$ cat src/rtl/apb4_slave_regfile_if.sv
// APB4 bus bundle between the bridge (master) and a completer (slave).
// Clock and reset are not carried here; they stay plain ports on each block.
// Signals:
//   PSEL, PENABLE, PADDR, PWRITE, PWDATA, PSTRB  driven by the master
//   PREADY, PRDATA, PSLVERR                      driven by the slave
interface apb4_slave_regfile_if #(
    parameter int DATA_WIDTH = 32,
    parameter int ADDR_WIDTH = 32
);
    logic                    PSEL;
    logic                    PENABLE;
    logic [ADDR_WIDTH-1:0]   PADDR;
    logic                    PWRITE;
    logic [DATA_WIDTH-1:0]   PWDATA;
    logic [DATA_WIDTH/8-1:0] PSTRB;
    logic                    PREADY;
    logic [DATA_WIDTH-1:0]   PRDATA;
    logic                    PSLVERR;

    modport master (
        output PSEL, PENABLE, PADDR, PWRITE, PWDATA, PSTRB,
        input  PREADY, PRDATA, PSLVERR
    );

    modport slave (
        input  PSEL, PENABLE, PADDR, PWRITE, PWDATA, PSTRB,
        output PREADY, PRDATA, PSLVERR
    );
endinterface

$ cat src/rtl/apb4_slave_regfile.sv
// APB4 completer with a MEM_DEPTH-word byte-strobed register file.
// Optional wait states are compiled in with the macro APB4_SLAVE_WAIT_EN;
// without it every transfer completes in the first ACCESS cycle.
// Ports:
//   PCLK     clock, rising edge
//   PRESETn  synchronous active-low reset (clears FSM, outputs and memory)
//   bus      APB4 slave modport: PSEL/PENABLE/PADDR/PWRITE/PWDATA/PSTRB in,
//            PREADY/PRDATA/PSLVERR out (all outputs registered)
// PADDR[ADDR_WIDTH-1] is the bridge's select bit and is ignored by decode.
module apb4_slave_regfile #(
    parameter int DATA_WIDTH  = 32,
    parameter int ADDR_WIDTH  = 32,
    parameter int MEM_DEPTH   = 16,
    parameter int WAIT_CYCLES = 2
) (
    input  logic                 PCLK,
    input  logic                 PRESETn,
    apb4_slave_regfile_if.slave  bus
);
    localparam int IDX_W  = $clog2(MEM_DEPTH);
    localparam int NLANES = DATA_WIDTH / 8;

`ifdef APB4_SLAVE_WAIT_EN
    typedef enum logic [1:0] {S_IDLE = 2'd0, S_WAIT = 2'd1, S_ACK = 2'd2} state_e;
    logic [3:0] cnt_q, cnt_d;
`else
    typedef enum logic [1:0] {S_IDLE = 2'd0, S_ACK = 2'd2} state_e;
    localparam int unused_wait_cycles = WAIT_CYCLES;
`endif

    state_e                state_q, state_d;
    logic                  pready_q, pready_d;
    logic                  pslverr_q, pslverr_d;
    logic [DATA_WIDTH-1:0] prdata_q, prdata_d;
    logic [DATA_WIDTH-1:0] mem_q [MEM_DEPTH];
    logic [DATA_WIDTH-1:0] mem_d [MEM_DEPTH];

    logic [IDX_W-1:0] idx;
    logic             err;
    logic             enter_ack;
    logic             sel_bit_unused;

    assign idx = bus.PADDR[IDX_W+1:2];
    assign err = (bus.PADDR[1:0] != 2'b00) ||
                 (bus.PADDR[ADDR_WIDTH-2:IDX_W+2] != '0);
    assign sel_bit_unused = bus.PADDR[ADDR_WIDTH-1];

    always_comb begin
        state_d   = state_q;
        pready_d  = 1'b0;
        pslverr_d = 1'b0;
        prdata_d  = '0;
        mem_d     = mem_q;
        enter_ack = 1'b0;
`ifdef APB4_SLAVE_WAIT_EN
        cnt_d     = cnt_q;
`endif
        case (state_q)
            S_IDLE: begin
                if (bus.PSEL && !bus.PENABLE) begin
`ifdef APB4_SLAVE_WAIT_EN
                    if (WAIT_CYCLES > 0) begin
                        state_d = S_WAIT;
                        cnt_d   = 4'(WAIT_CYCLES - 1);
                    end else begin
                        enter_ack = 1'b1;
                    end
`else
                    enter_ack = 1'b1;
`endif
                end
            end
`ifdef APB4_SLAVE_WAIT_EN
            S_WAIT: begin
                // Master dropping PSEL mid-wait abandons the transfer silently.
                if (!bus.PSEL)          state_d   = S_IDLE;
                else if (cnt_q == 4'd0) enter_ack = 1'b1;
                else                    cnt_d     = cnt_q - 4'd1;
            end
`endif
            S_ACK: begin
                // Commit on the edge leaving ACK so a back-to-back read of the
                // same word, captured a cycle later, already sees the new data.
                state_d = S_IDLE;
                if (bus.PWRITE && !err) begin
                    for (int k = 0; k < NLANES; k++) begin
                        if (bus.PSTRB[k]) mem_d[idx][8*k +: 8] = bus.PWDATA[8*k +: 8];
                    end
                end
            end
            default: state_d = S_IDLE;
        endcase

        if (enter_ack) begin
            state_d   = S_ACK;
            pready_d  = 1'b1;
            pslverr_d = err;
            prdata_d  = (!bus.PWRITE && !err) ? mem_q[idx] : '0;
        end
    end

    always_ff @(posedge PCLK) begin
        if (!PRESETn) begin
            state_q   <= S_IDLE;
            pready_q  <= 1'b0;
            pslverr_q <= 1'b0;
            prdata_q  <= '0;
            for (int i = 0; i < MEM_DEPTH; i++) mem_q[i] <= '0;
`ifdef APB4_SLAVE_WAIT_EN
            cnt_q     <= 4'd0;
`endif
        end else begin
            state_q   <= state_d;
            pready_q  <= pready_d;
            pslverr_q <= pslverr_d;
            prdata_q  <= prdata_d;
            mem_q     <= mem_d;
`ifdef APB4_SLAVE_WAIT_EN
            cnt_q     <= cnt_d;
`endif
        end
    end

    assign bus.PREADY  = pready_q;
    assign bus.PSLVERR = pslverr_q;
    assign bus.PRDATA  = prdata_q;
endmodule
$ cat src/flat_wrapper.sv
// flat-port wrapper written by rule: the top's interface ports become plain ports
module apb4_slave_regfile_flat 
#(
    parameter int DATA_WIDTH  = 32,
    parameter int ADDR_WIDTH  = 32,
    parameter int MEM_DEPTH   = 16,
    parameter int WAIT_CYCLES = 2
)
  (PCLK, PRESETn, bus_PSEL, bus_PENABLE, bus_PADDR, bus_PWRITE, bus_PWDATA, bus_PSTRB, bus_PREADY, bus_PRDATA, bus_PSLVERR);
  apb4_slave_regfile_if #(.DATA_WIDTH(DATA_WIDTH), .ADDR_WIDTH(ADDR_WIDTH)) bus_i ();
  input  logic PCLK;
  input  logic PRESETn;
  input wire logic [$bits(bus_i.PSEL)-1:0] bus_PSEL;
  input wire logic [$bits(bus_i.PENABLE)-1:0] bus_PENABLE;
  input wire logic [$bits(bus_i.PADDR)-1:0] bus_PADDR;
  input wire logic [$bits(bus_i.PWRITE)-1:0] bus_PWRITE;
  input wire logic [$bits(bus_i.PWDATA)-1:0] bus_PWDATA;
  input wire logic [$bits(bus_i.PSTRB)-1:0] bus_PSTRB;
  output wire logic [$bits(bus_i.PREADY)-1:0] bus_PREADY;
  output wire logic [$bits(bus_i.PRDATA)-1:0] bus_PRDATA;
  output wire logic [$bits(bus_i.PSLVERR)-1:0] bus_PSLVERR;
  assign bus_i.PSEL = bus_PSEL;
  assign bus_i.PENABLE = bus_PENABLE;
  assign bus_i.PADDR = bus_PADDR;
  assign bus_i.PWRITE = bus_PWRITE;
  assign bus_i.PWDATA = bus_PWDATA;
  assign bus_i.PSTRB = bus_PSTRB;
  assign bus_PREADY = bus_i.PREADY;
  assign bus_PRDATA = bus_i.PRDATA;
  assign bus_PSLVERR = bus_i.PSLVERR;
  apb4_slave_regfile #(.DATA_WIDTH(DATA_WIDTH), .ADDR_WIDTH(ADDR_WIDTH), .MEM_DEPTH(MEM_DEPTH), .WAIT_CYCLES(WAIT_CYCLES)) u_core (.PCLK(PCLK), .PRESETn(PRESETn), .bus(bus_i));
endmodule
$ cat config.mk
export PLATFORM = sky130hd
export DESIGN_NAME = apb4_slave_regfile_flat
export DESIGN_NICKNAME = d
export VERILOG_FILES = /design/src/rtl/apb4_slave_regfile_if.sv /design/src/rtl/apb4_slave_regfile.sv /design/src/flat_wrapper.sv
export SDC_FILE = /design/constraint.sdc
export NUM_CORES = 1
export LEC_CHECK = 0
export CAP_MARGIN = 20
export CORE_AREA = 2 2 215 217
export CTS_BUF_LIST = sky130_fd_sc_hd__clkbuf_16
export CTS_CLUSTER_DIAMETER = 60
export DETAILED_ROUTE_END_ITERATION = 16
export DIE_AREA = 0 0 217 219
export MAX_ROUTING_LAYER = met4
export PLACE_DENSITY = 0.71
export SLEW_MARGIN = 30
export SYNTH_ARGS = -nofsm -noshare
export SYNTH_HDL_FRONTEND = slang
export SYNTH_SLANG_ARGS = --single-unit
$ cat constraint.sdc
create_clock -name PCLK -period 3.9 [get_ports PCLK]
set_clock_uncertainty 0.1 [all_clocks]
set_input_delay 0.39 -clock PCLK [delete_from_list [all_inputs] [get_ports PCLK]]
set_output_delay 0.39 -clock PCLK [all_outputs]
set_load 0.03 [all_outputs]
==> flow_summary_export.csv, run 1 <==
group,metric,value,unit
logic_synthesis,ys_seq_elements,547,
timing,rsz0062_at_grt,"false",
floorplanning,die_w,217,um
setup_path,r2r-start,"u_core.state_q[1]",
timing,slew_headroom,42.6,%
timing,slew_viol_final,0,
logic_synthesis,ys_types,25,
cts,postCtsSetupRepairBufs,0,
place,gp_congestion,0.751,
logic_synthesis,yosysSeqAreaShare,46.2,%
route,drtPass1Iterations,5,
cells_and_area,multiInputGateArea,12100,sq um
timing,setup_viol_count_final,0,
setup_path,rrSetupSlack,1.68,ns
logic_synthesis,synth.top_cells.by_count,"nand2_1, dfxtp_1, mux2i_1",
cells_and_area,areaGrowthSynthToFinish,14.4,%
timing,finalCritPeriodShare,67.9,%
cts,clkTransAtPathRegs,0.06,ns
logic_synthesis,syn_area,23700,sq um
setup_path,arrival,3.06,ns
logic_synthesis,ys.flop_type,"dfxtp_1",
timing,max_freq,0.378,GHz
timing,holdWs,0.150,ns
cells_and_area,ff_latch_area,11000,sq um
power,p_leak,9.44,nW
cts,cts-root-buf,"clkbuf_16",
route,wl,57.4,mm
logic_synthesis,syn_inst,2090,
worst_hold_path,worstHoldEndpoint,"u_core.mem_q[103]",
cells_and_area,fin_area,27100,sq um
setup_path,cp.required,4.32,ns
cts,cts_tree,"done",
place,placed_cell_area,25200,sq um
place,dp.cells,2681,
route,vias_per_cell,5.79,
global_route,grt_pass1_wl,90.5,mm
cts,clk_latency,0.60,ns
setup_path,crit_path_start_kind,"input pin",
route,route.met3.wl,3.00,mm
setup_path,reg2reg_to,"u_core.mem_q[441]",
setup_path,cp_max_fo,35,
route,wl_per_cell,20.6,um
cts,cts_resized,0,
cts,htreeDepth,2,
power,ir_drop,0.000386,V
route,routed-via-count,16100,
run,cap_viol_max_count,0,
route,ant_nets,0,
logic_synthesis,synth_area_leader_cell,"dfxtp_1",
global_route,first_global_vias,16300,
floorplanning,die_area,47500,sq um
worst_hold_path,min_path_type,"input pin to flip-flop",
logic_synthesis,synth_edf_count,0,
logic_synthesis,yosys_warnings,0,
logic_synthesis,synthTopCellsByArea,"dfxtp_1, mux2i_1, mux4_2",
worst_hold_path,min_from,"PRESETn",
logic_synthesis,synth_top_cell_area_share,46.2,%
status,status,"complete, no violations",
cells_and_area,fill_cells,3669,
cts,postCtsHoldBufs,0,
cts,cts_buffer_depth,3,
place,hpwlAfterDp,34.8,mm
cells_and_area,finalNonFillerCells,2785,
timing,fin_crit,2.65,ns
logic_synthesis,synth_area_per_cell,11.3,sq um
route,m1WireLength,24.9,mm
cells_and_area,layout-drive-gt1-share,15.2,%
floorplanning,start_util,52.5,%
floorplanning,core-area,45100,sq um
logic_synthesis,synth_most_common_cell,"nand2_1",
cts,clock_sinks,547,
floorplanning,ios,107,
setup_path,r2r_cells,6,
floorplanning,rows,78,
timing,tns,0,ns
route,drc,0,
floorplanning,die_h,219,um
global_route,antenna_found_initial,0,
setup_path,critical_path_class,"input pin to flip-flop",
global_route,grt_max_degree,121,
setup_path,critical_path.endpoint_type,"flip-flop",
route,drt_iter0_markers,1246,
worst_hold_path,whs_path_depth,3,
timing,worstMarginPinSlew,0.859,ns
global_route,grt.total_usage,25.0,%
route,top_layer,"met4",
global_route,grt_overflow,0,
timing,final-hold-violation-count,0,
logic_synthesis,synthArstFlopShare,0,%
cts,cts_buffers,57,
cells_and_area,fin_nets,2213,
route,wl_met2,27.7,mm
logic_synthesis,synth_nets,2163,
cells_and_area,diodes,0,
place,port_buffers,105,
power,p_per_area,423,nW/um^2
-- cell families after synthesis --
family	after synthesis	share of synthesized area, %
compound gates	96	2.71
buf+inv	155	2.79
flops	547	46.2
mux	640	33.8
simple gates	652	14.5
-- sequential cells by signal (all words and copies together) (netlist names) --
register            cells
u_core.state_q          1
u_core.bus.PSLVERR      1
u_core.bus.PRDATA      32
u_core.mem_q          512
u_core.bus.PREADY       1
-- power breakdown --
part | internal [mW] | switching (mW) | total, mW
logic | 0.153 | 0.329 | 0.482
clock network | 3.13 | 2.25 | 5.38
registers | 5.59 | 0.000532 | 5.59
total | 8.87 | 2.58 | 11.5
-- area by class of cell --
class / instances / area share (%)
Inverter: 2 / 0.0277
Clock inverter: 45 / 1.38
Clock buffer: 59 / 5.45
Multi-Input combinational cell: 1388 / 44.7
Sequential cell: 547 / 40.4
Timing Repair Buffer: 144 / 5.28
Tap cell: 600 / 2.77
-- worst max-delay path by stage --
stage                             start  slack [ns]  cells after the start           endpoint
after global routing       bus_PADDR[4]        1.19                      5  u_core.mem_q[369]
after detailed placement   bus_PADDR[4]        0.69                      5  u_core.mem_q[369]
after global placement     bus_PADDR[4]        0.75                      5  u_core.mem_q[368]
after CTS                  bus_PADDR[5]        1.30                      6  u_core.mem_q[467]
after floorplan           bus_PADDR[21]        1.55                      5  u_core.mem_q[287]
final                      bus_PADDR[5]        1.25                      6  u_core.mem_q[433]
-- per-stage QoR --
stage,setup slack (ns),utilization [%],total power [mW]
after floorplan,1.55,-,6.01
after global placement,0.753,56.0,6.18
after detailed placement,0.686,56.0,6.20
after CTS,1.30,60.1,11.5
after global routing,1.19,60.1,11.8
final,1.25,60.1,11.5
-- cells in the final DEF (no fill, tap or decap), types with 2 or more instances in the layout --
| master | n |
|---|---|
| mux2i_1 | 512 |
| buf_8 | 2 |
| a22oi_1 | 64 |
| nand2_1 | 556 |
| inv_8 | 2 |
| nor2b_4 | 2 |
| clkdlybuf4s50_1 | 102 |
| clkinv_1 | 10 |
| clkinv_2 | 15 |
| nor2b_1 | 2 |
| bufinv_16 | 6 |
| nor4_1 | 4 |
| mux4_2 | 128 |
| nor3_4 | 64 |
| nor4_4 | 2 |
| and3_1 | 4 |
| inv_1 | 11 |
| clkbuf_16 | 59 |
| nor2_1 | 3 |
| dfxtp_1 | 547 |
| nand3_2 | 2 |
| buf_4 | 33 |
| a21oi_1 | 32 |
| buf_12 | 6 |
| nand4_4 | 4 |
| nand3_1 | 3 |
-- metal layers --
metal | track usage [%] | vias up
met5 | - | -
met4 | 9.13 | 0
met3 | 3.42 | 101
met2 | 40.5 | 423
met1 | 32.2 | 8087
li1 | - | 7505
-- critical path, stage by stage --
cell and delay, ns:
clkdlybuf4s50_1 0.53, nor2_4 0.16, buf_4 0.53, nand2_1 0.44
nor3_4 0.72, mux2i_1 0.27
Note: power is estimated with default switching activity, not from simulation.
==> inputs of run 2 (changes only) <==
PLACE_DENSITY = 0.73   (was 0.71)
clock period = 2.13 ns   (was 3.9 ns; I/O delays follow)
==> flow_summary_export.csv, run 2 (synthesis gave the netlist of run 1 again) <==
group,metric,value,unit
cells_and_area,areaGrowthSynthToFinish,21.9,%
setup_path,cp_max_fo,1,
route,vias_per_cell,5.72,
cts,postCtsSetupRepairBufs,0,
global_route,first_global_vias,17000,
place,placed_cell_area,27200,sq um
place,port_buffers,105,
cells_and_area,regMostFlops,"u_core.mem_q",
setup_path,critical_path_class,"flip-flop to primary output",
setup_path,r2r_cells,4,
run,cap_viol_max_count,0,
cts,cts_tree,"done",
cts,cts_buffers,57,
cells_and_area,layout_common_cells,"nand2_1, dfxtp_1, mux2i_1, mux4_2, clkdlybuf4s50_1",
cells_and_area,fin_area,28900,sq um
timing,slew_headroom,59.0,%
route,drtPass1Iterations,6,
power,p_leak,10.2,nW
global_route,grt_overflow,0,
power,ir_drop,0.000629,V
route,wl_per_cell,19.9,um
route,route.met3.wl,2.87,mm
cts,clk_latency,0.59,ns
worst_hold_path,whs_path_depth,4,
timing,rsz0062_at_grt,"false",
cts,cts_resized,0,
route,routed-via-count,16700,
cells_and_area,fin_nets,2342,
cells_and_area,utilization,64.0,%
place,gp_congestion,0.826,
power,power,20.2,mW
place,hpwlAfterDp,37.5,mm
setup_path,cpPeakStageDelay,0.67,ns
cts,cts_buffer_depth,3,
global_route,grt.total_usage,25.3,%
cts,cts-root-buf,"clkbuf_16",
timing,slew_viol_final,0,
cells_and_area,diodes,0,
setup_path,crit_buf_inv,1,
cts,htreeDepth,2,
status,status,"complete, no violations",
route,wl_met2,28.7,mm
floorplanning,die_area,47500,sq um
route,m1WireLength,25.0,mm
global_route,grt_pass1_wl,92.6,mm
setup_path,crit_path_start_kind,"flip-flop",
timing,fin_crit,1.91,ns
cts,clkTransAtPathRegs,0.06,ns
global_route,grt_max_degree,94,
worst_hold_path,min_path_type,"input pin to flip-flop",
setup_path,cp.required,1.82,ns
setup_path,arrival,1.60,ns
route,ant_nets,0,
global_route,antenna_found_initial,0,
setup_path,critical_path.endpoint_type,"primary output",
cells_and_area,largest_reg_flops,512,
timing,worstMarginPinSlew,0.614,ns
floorplanning,die_h,219,um
floorplanning,die_w,217,um
timing,final-hold-violation-count,0,
timing,setup_viol_count_final,0,
cells_and_area,final_common_cell,"nand2_1",
setup_path,crit_chain,"clkdlybuf4s50_1",
route,wl,57.9,mm
route,drt_iter0_markers,1349,
timing,max_freq,0.523,GHz
timing,finalCritPeriodShare,89.8,%
floorplanning,start_util,52.5,%
route,drc,0,
route,top_layer,"met4",
cts,clock_sinks,547,
setup_path,cp.depth,1,
cells_and_area,layout-drive-gt1-share,19.2,%
setup_path,slowest_stage,"clkdlybuf4s50_1",
floorplanning,core-area,45100,sq um
floorplanning,ios,107,
timing,holdWs,0.184,ns
power,p_per_area,699,nW/um^2
floorplanning,rows,78,
setup_path,critical_path.top_delay_family,"buffers and inverters",
## run 2: cell types whose count changed in the layout (fill, tap and decap cells not counted), sizes merged
cell         change
bufinv           -5
clkbuf           -1
dlygate4sd3      +1
inv              +3
buf            +127
clkinv           +3
clkinvlp         -1
## run 2: where the power goes
part	switching [mW]	leakage, nW	internal (mW)
clock	4.00	0.864	4.94
combinational	0.624	4.97	0.376
sequential	0.00111	4.40	10.2
total	4.62	10.2	15.5
## run 2: final cells by class
type / instances / area (sq um)
Fill cell: 3459 / 16200
Multi-Input combinational cell: 1388 / 12100
Sequential cell: 547 / 11000
Timing Repair Buffer: 273 / 3410
Clock buffer: 57 / 1430
Tap cell: 600 / 751
Clock inverter: 45 / 221
Inverter: 2 / 7.51
## run 2: timing repair
action | 4_1_cts | 5_1_grt
hold endpoints to repair | 3 | 0
endpoints found under the setup margin | 0 | 0
hold buffers | 1 | 0
## run 2: path summary, 6_finish.rpt
path | from | end | slack, ns
setup / recovery | u_core.bus.PRDATA[22] | bus_PRDATA[22] | 0.22
hold / removal | bus_PADDR[3] | u_core.bus.PRDATA[30] | 0.18
setup reg to reg | u_core.state_q[1] | u_core.bus.PRDATA[27] | 0.37
hold reg to reg | u_core.mem_q[315] | u_core.mem_q[315] | 0.35
## run 2: metrics by stage
stage / TNS (ns) / worst slack, ns / cells
after floorplan: 0 / 0.0152 / 2090
after global placement: -71.67 / -0.281 / 2809
after detailed placement: -93.95 / -0.267 / 2809
after CTS: 0 / 0.186 / 2912
after global routing: 0 / 0.174 / 2912
final: 0 / 0.217 / 2912
## run 2: routing by layer
layer,global-route usage (%),vias to the layer above
met5,-,-
met4,7.58,0
met3,3.19,105
met2,42.4,447
met1,32.3,8328
li1,-,7777
## run 2: tightest hold or removal path, cell delays in order
cell and delay, ns:
buf_6 0.16, mux4_2 0.24, a22oi_1 0.06, a21oi_1 0.15
==> inputs of run 3 (changes only) <==
CORE_AREA = 2 2 264 266   (was 2 2 215 217)
DIE_AREA = 0 0 266 268   (was 0 0 217 219)
PLACE_DENSITY = unset   (was 0.73)
==> flow_summary_export.csv, run 3 (synthesis gave the netlist of run 1 again) <==
group,metric,value,unit
global_route,grt_max_degree,101,
cells_and_area,regMostFlops,"u_core.mem_q",
timing,final-hold-violation-count,0,
setup_path,critical_path_class,"flip-flop to primary output",
cells_and_area,areaGrowthSynthToFinish,23.3,%
route,vias_per_cell,5.17,
cells_and_area,layout_common_cells,"nand2_1, dfxtp_1, mux2i_1, mux4_2, clkdlybuf4s50_1",
global_route,grt.total_usage,18.2,%
floorplanning,core-area,68200,sq um
setup_path,critical_path.endpoint_type,"primary output",
setup_path,slowest_stage,"clkdlybuf4s50_1",
run,cap_viol_max_count,0,
place,hpwlAfterDp,41.9,mm
power,p_leak,10.3,nW
global_route,first_global_vias,17000,
timing,rsz0062_at_grt,"false",
cells_and_area,fin_area,29200,sq um
setup_path,cp_max_fo,1,
timing,setup_viol_count_final,0,
setup_path,arrival,1.77,ns
setup_path,r2r-start,"u_core.state_q[1]",
cts,cts_buffer_depth,3,
status,status,"complete, no violations",
place,post-place-ws,-0.443,ns
cells_and_area,largest_reg_flops,512,
route,routed-via-count,16500,
floorplanning,ios,107,
cells_and_area,layout-drive-gt1-share,19.5,%
cells_and_area,final_common_cell,"nand2_1",
cts,htreeDepth,2,
timing,max_freq,0.481,GHz
global_route,grt_overflow,0,
route,wl,63.5,mm
worst_hold_path,min_path_type,"input pin to flip-flop",
worst_hold_path,min_from,"bus_PADDR[3]",
setup_path,crit_chain,"clkdlybuf4s50_1",
global_route,antenna_found_initial,0,
setup_path,crit_path_start_kind,"flip-flop",
cells_and_area,diodes,0,
power,ir_drop,0.000509,V
cells_and_area,finalNonFillerCells,3198,
place,port_buffers,105,
floorplanning,die_area,71300,sq um
route,drt_iter0_markers,1036,
route,wl_per_cell,19.9,um
place,placed_cell_area,27400,sq um
timing,slew_headroom,58.9,%
timing,tns,0,ns
cts,clock_sinks,547,
setup_path,cpPeakStageDelay,0.73,ns
setup_path,cp.required,1.82,ns
setup_path,crit_buf_inv,1,
setup_path,critical_path.top_delay_family,"buffers and inverters",
cts,clk_latency,0.61,ns
route,ant_nets,0,
cells_and_area,fin_nets,2348,
cells_and_area,multiInputGateArea,12100,sq um
place,dp.cells,3095,
power,power,20.7,mW
timing,finalCritPeriodShare,97.7,%
place,gp_congestion,0.804,
cts,cts-root-buf,"clkbuf_16",
floorplanning,start_util,34.7,%
cts,postCtsSetupRepairBufs,0,
cells_and_area,ff_latch_area,11000,sq um
cts,cts_tree,"done",
timing,fin_crit,2.08,ns
timing,holdWs,0.163,ns
floorplanning,die_h,268,um
floorplanning,die_w,266,um
power,p_per_area,709,nW/um^2
route,drc,0,
setup_path,startpoint,"u_core.bus.PRDATA[31]",
timing,worstMarginPinSlew,0.615,ns
timing,fin_ws,0.0500,ns
cts,clkTransAtPathRegs,0.06,ns
route,drtPass1Iterations,6,
timing,slew_viol_final,0,
cells_and_area,fill_cells,6261,
global_route,grt_pass1_wl,98.6,mm
cells_and_area,utilization,42.8,%
floorplanning,rows,96,
cts,cts_buffers,59,
-- run 3: cell count changes in the layout (fill, tap and decap cells not counted), sizes merged --
cell and change:
inv +2, clkbuf +3, clkinvlp +2, clkinv -9, buf +5, bufinv +1
-- run 3: cell type report --
| cell class | count | share of cell area [%] |
|---|---|---|
| inverters | 2 | 0.0257 |
| multi-input cells | 1388 | 41.4 |
| clock buffers | 61 | 5.23 |
| repair buffers | 277 | 11.2 |
| clock inverters | 41 | 0.776 |
| well taps | 882 | 3.78 |
| flip-flops and latches | 547 | 37.5 |
-- run 3: layer usage --
metal | vias to the layer above | global-route usage, % | wire length (um)
met5 | - | - | 0
met4 | 0 | 5.38 | 1500
met3 | 103 | 2.17 | 2580
met2 | 370 | 30.2 | 31100
met1 | 8263 | 23.4 | 28300
li1 | 7785 | - | -
-- run 3: final timing paths --
kind	cells after the start	slack [ns]	endpoint
hold / removal	5	0.16	u_core.mem_q[130]
setup / recovery	1	0.05	bus_PRDATA[31]
hold reg to reg	2	0.35	u_core.mem_q[171]
setup reg to reg	5	0.27	u_core.mem_q[4]
-- run 3: power breakdown --
group	total [mW]	internal (mW)	switching [mW]
combinational	1.07	0.411	0.661
clock	9.39	5.34	4.04
sequential	10.2	10.2	0.00101
-- run 3: timing repair --
action,4_1_cts,5_1_grt
resized for setup,0,0
hold buffers,1,0
hold endpoints to repair,3,0
-- run 3: worst min-delay path, delay by kind of cell --
family,cells,cell delay [ns]
buffers and inverters,2,0.29
muxes,1,0.12
and+or+nand+nor,2,0.18
